==> src/rtl/mac_ctrl_pkg.sv <==
// Shared types and default geometry for the systolic MAC array sequencer.
package mac_ctrl_pkg;

    localparam int unsigned DEF_ROWS    = 8;
    localparam int unsigned DEF_COLS    = 8;
    localparam int unsigned DEF_CNT_W   = 16;
    localparam int unsigned FIFO_RD_LAT = 1;

    typedef enum logic [2:0] {
        ST_IDLE,
        ST_CLEAR,
        ST_STREAM,
        ST_DRAIN,
        ST_DONE
    } mac_ctrl_state_t;

endpackage

==> src/rtl/skew_pipe.sv <==
// Shift register of the issued-read bit; tap i is the input delayed by i cycles.
module skew_pipe #(
    parameter int unsigned ROWS = 8
) (
    input  logic            clk,
    input  logic            rst_n,
    input  logic            in_bit,
    output logic [ROWS-1:0] taps
);

    logic [ROWS-1:1] pipe_q;
    logic [ROWS-1:1] pipe_d;

    always_comb begin
        pipe_d = {pipe_q[ROWS-2:1], in_bit};
    end

    always_ff @(posedge clk or negedge rst_n) begin
        if (!rst_n) begin
            pipe_q <= '0;
        end else begin
            pipe_q <= pipe_d;
        end
    end

    // Tap 0 is the live request so row 0 reads in the same cycle as B.
    assign taps = {pipe_q, in_bit};

endmodule

==> src/rtl/mac_array_ctrl.sv <==
// Sequencer for the systolic MAC array: clears, streams B/A with per-row skew, drains, signals done.
// Optional B-stall counter enabled by defining MAC_CTRL_STALL_CNT_EN.
module mac_array_ctrl
    import mac_ctrl_pkg::*;
#(
`ifdef MAC_CTRL_STALL_CNT_EN
    parameter int unsigned CNT_W = DEF_CNT_W,
`endif
    parameter int unsigned ROWS  = DEF_ROWS,
    parameter int unsigned COLS  = DEF_COLS
) (
    input  logic             clk,
    input  logic             rst_n,
    input  logic             start,
    input  logic [ROWS-1:0]  rdempty_A,
    input  logic             rdempty_B,
    output logic [ROWS-1:0]  rdreq_A,
    output logic             rdreq_B,
    output logic             mac_clr,
    output logic             mac_en,
    output logic             busy,
    output logic             done,
`ifdef MAC_CTRL_STALL_CNT_EN
    output logic [CNT_W-1:0] stall_cnt,
`endif
    output logic             underflow
);

    localparam int unsigned BCNT_W = $clog2(COLS + 1);
    localparam int unsigned DCNT_W = $clog2(ROWS + 1);

    mac_ctrl_state_t   state_q, state_d;
    logic [BCNT_W-1:0] bcnt_q, bcnt_d;
    logic [DCNT_W-1:0] drain_q, drain_d;
    logic              underflow_q, underflow_d;
    logic              mac_clr_q, mac_clr_d;
    logic              busy_q, busy_d;
    logic              done_q, done_d;
    logic              issue_c;
    logic [ROWS-1:0]   sched;
`ifdef MAC_CTRL_STALL_CNT_EN
    logic [CNT_W-1:0]  stall_cnt_q, stall_cnt_d;
`endif

    skew_pipe #(.ROWS(ROWS)) u_skew (
        .clk    (clk),
        .rst_n  (rst_n),
        .in_bit (issue_c),
        .taps   (sched)
    );

    // FIFO reads must see this cycle's empty flags, so requests are decoded from flops plus flags.
    assign issue_c = (state_q == ST_STREAM) && !rdempty_B;
    assign rdreq_B = issue_c;
    assign rdreq_A = sched & ~rdempty_A;
    assign mac_en  = sched[FIFO_RD_LAT];

    always_comb begin
        state_d     = state_q;
        bcnt_d      = bcnt_q;
        drain_d     = drain_q;
        underflow_d = underflow_q | (|(sched & rdempty_A));
`ifdef MAC_CTRL_STALL_CNT_EN
        stall_cnt_d = stall_cnt_q;
`endif
        case (state_q)
            ST_IDLE: begin
                if (start) state_d = ST_CLEAR;
            end
            ST_CLEAR: begin
                bcnt_d      = '0;
                drain_d     = '0;
                underflow_d = 1'b0;
`ifdef MAC_CTRL_STALL_CNT_EN
                stall_cnt_d = '0;
`endif
                state_d     = ST_STREAM;
            end
            ST_STREAM: begin
                if (issue_c) bcnt_d = bcnt_q + BCNT_W'(1);
                if (bcnt_d == BCNT_W'(COLS)) state_d = ST_DRAIN;
`ifdef MAC_CTRL_STALL_CNT_EN
                if (rdempty_B && (stall_cnt_q != {CNT_W{1'b1}}))
                    stall_cnt_d = stall_cnt_q + CNT_W'(1);
`endif
            end
            ST_DRAIN: begin
                drain_d = drain_q + DCNT_W'(1);
                if (drain_q == DCNT_W'(ROWS)) state_d = ST_DONE;
            end
            ST_DONE: begin
                state_d = ST_IDLE;
            end
            default: begin
                state_d = ST_IDLE;
            end
        endcase
        mac_clr_d = (state_d == ST_CLEAR);
        busy_d    = (state_d != ST_IDLE);
        done_d    = (state_d == ST_DONE);
    end

    always_ff @(posedge clk or negedge rst_n) begin
        if (!rst_n) begin
            state_q     <= ST_IDLE;
            bcnt_q      <= '0;
            drain_q     <= '0;
            underflow_q <= 1'b0;
            mac_clr_q   <= 1'b0;
            busy_q      <= 1'b0;
            done_q      <= 1'b0;
`ifdef MAC_CTRL_STALL_CNT_EN
            stall_cnt_q <= '0;
`endif
        end else begin
            state_q     <= state_d;
            bcnt_q      <= bcnt_d;
            drain_q     <= drain_d;
            underflow_q <= underflow_d;
            mac_clr_q   <= mac_clr_d;
            busy_q      <= busy_d;
            done_q      <= done_d;
`ifdef MAC_CTRL_STALL_CNT_EN
            stall_cnt_q <= stall_cnt_d;
`endif
        end
    end

    assign mac_clr   = mac_clr_q;
    assign busy      = busy_q;
    assign done      = done_q;
    assign underflow = underflow_q;
`ifdef MAC_CTRL_STALL_CNT_EN
    assign stall_cnt = stall_cnt_q;
`endif

endmodule

==> config.mk <==
export PLATFORM = sky130hd
export DESIGN_NAME = mac_array_ctrl
export DESIGN_NICKNAME = d
export VERILOG_FILES = /design/src/rtl/mac_ctrl_pkg.sv /design/src/rtl/skew_pipe.sv /design/src/rtl/mac_array_ctrl.sv
export SDC_FILE = /design/constraint.sdc
export NUM_CORES = 1
export LEC_CHECK = 0
export BUFFER_PORTS_ARGS = -buffer_cell sky130_fd_sc_hd__buf_2
export CAP_MARGIN = 10
export CORE_ASPECT_RATIO = 1.75
export CORE_UTILIZATION = 45
export CTS_CLUSTER_SIZE = 8
export DETAILED_ROUTE_END_ITERATION = 10
export GPL_ROUTABILITY_DRIVEN = 0
export GPL_TIMING_DRIVEN = 0
export PLACE_DENSITY_LB_ADDON = 0.1
export SETUP_SLACK_MARGIN = 0.2
export SYNTH_ARGS = -nofsm -noshare
export SYNTH_HDL_FRONTEND = slang
export SYNTH_SLANG_ARGS = --single-unit
export TNS_END_PERCENT = 30
==> constraint.sdc <==
create_clock -name clk -period 2.3 [get_ports clk]
set_input_delay 0.23 -clock clk [delete_from_list [all_inputs] [get_ports clk]]
set_output_delay 0.23 -clock clk [all_outputs]
set_load 0.01 [all_outputs]
==> results.md <==
Run status
• **outcome** complete, no violations

Timing
• **highest achievable clock rate** 0.5727 GHz
• **Hold Violations, Final** 0
• **time the worst path needs with I/O delays and setup** 1746 ps
• **RSZ-0062 raised after global routing** false
• **Fin Setup TNS** 0 ps
• **# setup viols final** 0
• **period utilization** 75.91%
• **count of pins over their slew limit** 0
• **final worst clock skew** 2.990 ps
• **actual transition at the worst max-transition pin** 497.1 ps
• **Slew Limit Headroom** 66.86%

Place
• **buffers added on ports** 25
• **number of cells in the design after placement** 152
• **post-DP HPWL** 1670 um

Clocking
• **Post-CTS Hold Fix Bufs** 1
• **post-cts sizing count** 0
• **Bufs on Longest Clock Path** 2
• **CTS sink count** 22
• **number of H-tree branching levels** 1
• **clk_lat worst skew** 250 ps
• **post-CTS setup buffer count** 0
• **Clock Pin Slew Worst Setup and Hold Paths** 70 ps
• **TritonCTS clock tree** yes
• **clock buffer count from CTS** 3
• **Root Driver** sky130_fd_sc_hd__clkbuf_8

Floorplanning
• **area of the core** 2273 um^2
• **Horiz. Die Dim** 38.82 um
• **area of the die** 2578 um^2
• **die span in y** 66.43 um
• **num ports** 26
• **initial core utilization** 46.95%
• **number of placement rows** 23

Drt
• **antenna violation net count after detailed routing** 0
• **via/cell ratio** 5.436
• **DRT iter0 DRCs** 25
• **first-pass iteration count of the detailed router** 3
• **total detailed-routing wirelength** 2196 um
• **wire length per cell after detailed routing** 14.08 um
• **via count of the routed design** 848
• **DR DRC count** 0

Layout
• **area growth from synthesis to final layout** 19.46%
• **layout cell share with drive strength beyond 1** 25.95%
• **total inserted antenna cells** 0
• **Layout Cells excl Fill** 156
• **FF/Latch Area** 550.5 um^2
• **final-stage net count** 148
• **area of the multi-input gates** 484.2 um^2
• **Fillers** 206

GRT
• **overall fraction of global-route tracks in use** 20.29%
• **pin count of the biggest net entering global routing** 23
• **leftover overflow at the end of global routing** 0
• **first-pass GRT wire length** 3684 um
• **number of antenna violations at the first check in global routing** 0
• **via count of the first global-routing pass** 849

Power and ir drop
• **Internal Dissipation** 0.9316 mW
• **Tot Pwr** 1.508 mW
• **switching power** 0.5763 mW
• **relative contribution of sequential cells to total power** 44.4%
• **power per cell area** 1183 nW/um^2
• **Leakage** 0.6164 nW
• **logic gate share of total power** 40.7%
• **worst vdd ir** 561.8 uV
• **switching part of the total** 38.22%
• **clock share of power** 14.9%

Logic synthesis
• **sequential element share of the synthesized area** 51.58%
• **post-synthesis cell count** 102
• **post-synthesis cell type count** 32
• **Synth Area per Inst** 10.46 um^2
• **post-synthesis instance area** 1067 um^2
• **post-synth net total** 117
• **synthesis-stage register bit count** 22
• **number of warnings issued by yosys** 0

Critical path
• **Worst Path Buf+Inv** 1
• **kind of critical path** flop to output pin
• **crit end category** output pin
• **slowest cell on the critical path** sky130_fd_sc_hd__dfrtp_1
• **Arr. time, crit path** 1520 ps
• **CP Cell Sequence** nor4b_4, nor2b_1, buf_2
• **slowest cell delay on critical path** 500 ps
• **reg-to-reg setup timing slack** 890 ps
• **Worst Setup SP** state_q[0]$_DFF_PN0_
• **Startpoint Class** flop
• **worst-path fanout max** 7
• **data required time of the critical path** 2070 ps
• **family with the most delay on the worst path** simple AND/OR/NAND/NOR gates
• **launch point of the worst reg-to-reg path** state_q[0]$_DFF_PN0_

Worst hold path
• **Hold WC Path Type** input port to flop
• **origin of the worst min-delay path** start

Run
• **max-cap viol count** 0

## kinds of logic after synthesis
group / synth area share [%]
AND/OR/NAND/NOR: 22.74
AO/OA/AOI/OAI: 14.66
flip-flops: 51.58
buffers and inverters: 3.048
multiplexers: 2.814
adder cells (fa/ha/maj): 3.517
XOR/XNOR: 1.642
## area by class of cell
cell class / instances / share of cell area (%)
Tap cell: 25 / 2.453
Inverter: 4 / 1.178
Multi-Input combinational cell: 73 / 37.98
Timing Repair Buffer: 26 / 10.60
Buffer: 3 / 1.374
Clock buffer: 3 / 3.238
Sequential cell: 22 / 43.18
## per-layer routing
metal / GRT usage (%) / vias to the layer above / wire length (um)
li1: - / 420 / -
met1: 22.05 / 407 / 862
met2: 36.88 / 19 / 1249
met3: 3.030 / 2 / 66
met4: 7.759 / 0 / 18
met5: 0 / - / 0
## metrics by stage
stage / hold slack, ps / worst slack, ps / utilization (%) / area (um^2)
2_1_floorplan: -65.59 / 930.1 / - / 1067
3_3_place_gp: 213.8 / 829.6 / 53.83 / 1224
3_5_place_dp: 226.0 / 835.6 / 53.83 / 1224
4_1_cts: 252.8 / 540.4 / 56.08 / 1275
5_1_grt: 266.1 / 472.7 / 56.08 / 1275
6_report: 262.8 / 554.0 / 56.08 / 1275
## power groups by stage
stage / Combinational (mW) / Clock, mW / Sequential (mW)
2_1_floorplan: 0.443 / 0 / 0.649
3_3_place_gp: 0.596 / 0 / 0.670
3_5_place_dp: 0.616 / 0 / 0.674
4_1_cts: 0.621 / 0.236 / 0.668
5_1_grt: 0.701 / 0.251 / 0.688
6_report: 0.614 / 0.224 / 0.670
## placed cells by master, fill, tap and decap left out, types with 2 or more instances in the layout
master	count
sky130_fd_sc_hd__inv_1	4
sky130_fd_sc_hd__nor2b_1	9
sky130_fd_sc_hd__xnor2_1	2
sky130_fd_sc_hd__a21oi_1	5
sky130_fd_sc_hd__nor2_1	7
sky130_fd_sc_hd__nor3_1	5
sky130_fd_sc_hd__a22o_1	2
sky130_fd_sc_hd__dfrtp_1	22
sky130_fd_sc_hd__a31oi_1	2
sky130_fd_sc_hd__o21ai_1	6
sky130_fd_sc_hd__o21ai_0	4
sky130_fd_sc_hd__mux2i_1	3
sky130_fd_sc_hd__nand2_1	8
sky130_fd_sc_hd__clkbuf_8	3
sky130_fd_sc_hd__nand3_1	2
sky130_fd_sc_hd__ha_1	3
sky130_fd_sc_hd__buf_2	27
## final timing paths
kind / to / cells after the start
setup / recovery: rdreq_A[0] / 3
hold / removal: busy$_DFF_PN0_ / 3
setup reg to reg: state_q[0]$_DFF_PN0_ / 4
hold reg to reg: u_skew.pipe_q[4]$_DFF_PN0_ / 0
max in group asynchronous: bcnt_q[1]$_DFFE_PN0P_ / 2
min in group asynchronous: underflow$_DFF_PN0_ / 2
## worst min-delay path, delay by kind of cell
| kind | cells | cell delay [ps] |
|---|---|---|
| buffers and inverters | 1 | 90 |
| AND/OR/NAND/NOR | 2 | 140 |
## state kept, by name, indices dropped and copies added, names as in the netlist
name and flops:
drain_q 4, mac_clr 1, u_skew.pipe_q 7, busy 1, state_q 3, bcnt_q 4, done 1, underflow 1
## synthesized netlist by cell type
library cell | count | area share, %
sky130_fd_sc_hd__o21ba_1 | 1 | 0.94
sky130_fd_sc_hd__xnor2_1 | 2 | 1.6
sky130_fd_sc_hd__buf_2 | 2 | 0.94
sky130_fd_sc_hd__o21bai_1 | 1 | 0.70
sky130_fd_sc_hd__a22oi_1 | 1 | 0.70
sky130_fd_sc_hd__buf_4 | 1 | 0.70
sky130_fd_sc_hd__and3b_1 | 1 | 0.82
sky130_fd_sc_hd__o21ai_1 | 6 | 2.8
sky130_fd_sc_hd__a22o_1 | 2 | 1.6
sky130_fd_sc_hd__nand3b_1 | 1 | 0.70
sky130_fd_sc_hd__nand2b_4 | 1 | 1.3
sky130_fd_sc_hd__ha_1 | 3 | 3.5
sky130_fd_sc_hd__nor2_1 | 7 | 2.5
sky130_fd_sc_hd__nand2_1 | 8 | 2.8
sky130_fd_sc_hd__inv_1 | 4 | 1.4
sky130_fd_sc_hd__nor3_1 | 5 | 2.3
sky130_fd_sc_hd__nand4_1 | 1 | 0.59
sky130_fd_sc_hd__nor4_1 | 1 | 0.59
sky130_fd_sc_hd__o21ai_0 | 4 | 1.9
sky130_fd_sc_hd__a21oi_1 | 5 | 2.3
sky130_fd_sc_hd__nand4b_1 | 1 | 0.82
sky130_fd_sc_hd__mux2i_1 | 3 | 2.8
sky130_fd_sc_hd__nor2b_4 | 1 | 1.3
sky130_fd_sc_hd__and3_1 | 1 | 0.59
sky130_fd_sc_hd__a31oi_1 | 2 | 1.2
sky130_fd_sc_hd__nor2b_1 | 9 | 5.3
sky130_fd_sc_hd__a41oi_1 | 1 | 0.82
sky130_fd_sc_hd__a32oi_1 | 1 | 0.82
sky130_fd_sc_hd__nor4b_4 | 1 | 2.2
sky130_fd_sc_hd__dfrtp_1 | 22 | 52
sky130_fd_sc_hd__a221oi_1 | 1 | 0.82
sky130_fd_sc_hd__nand3_1 | 2 | 0.94
No activity file was read; power rests on OpenSTA's default activity.
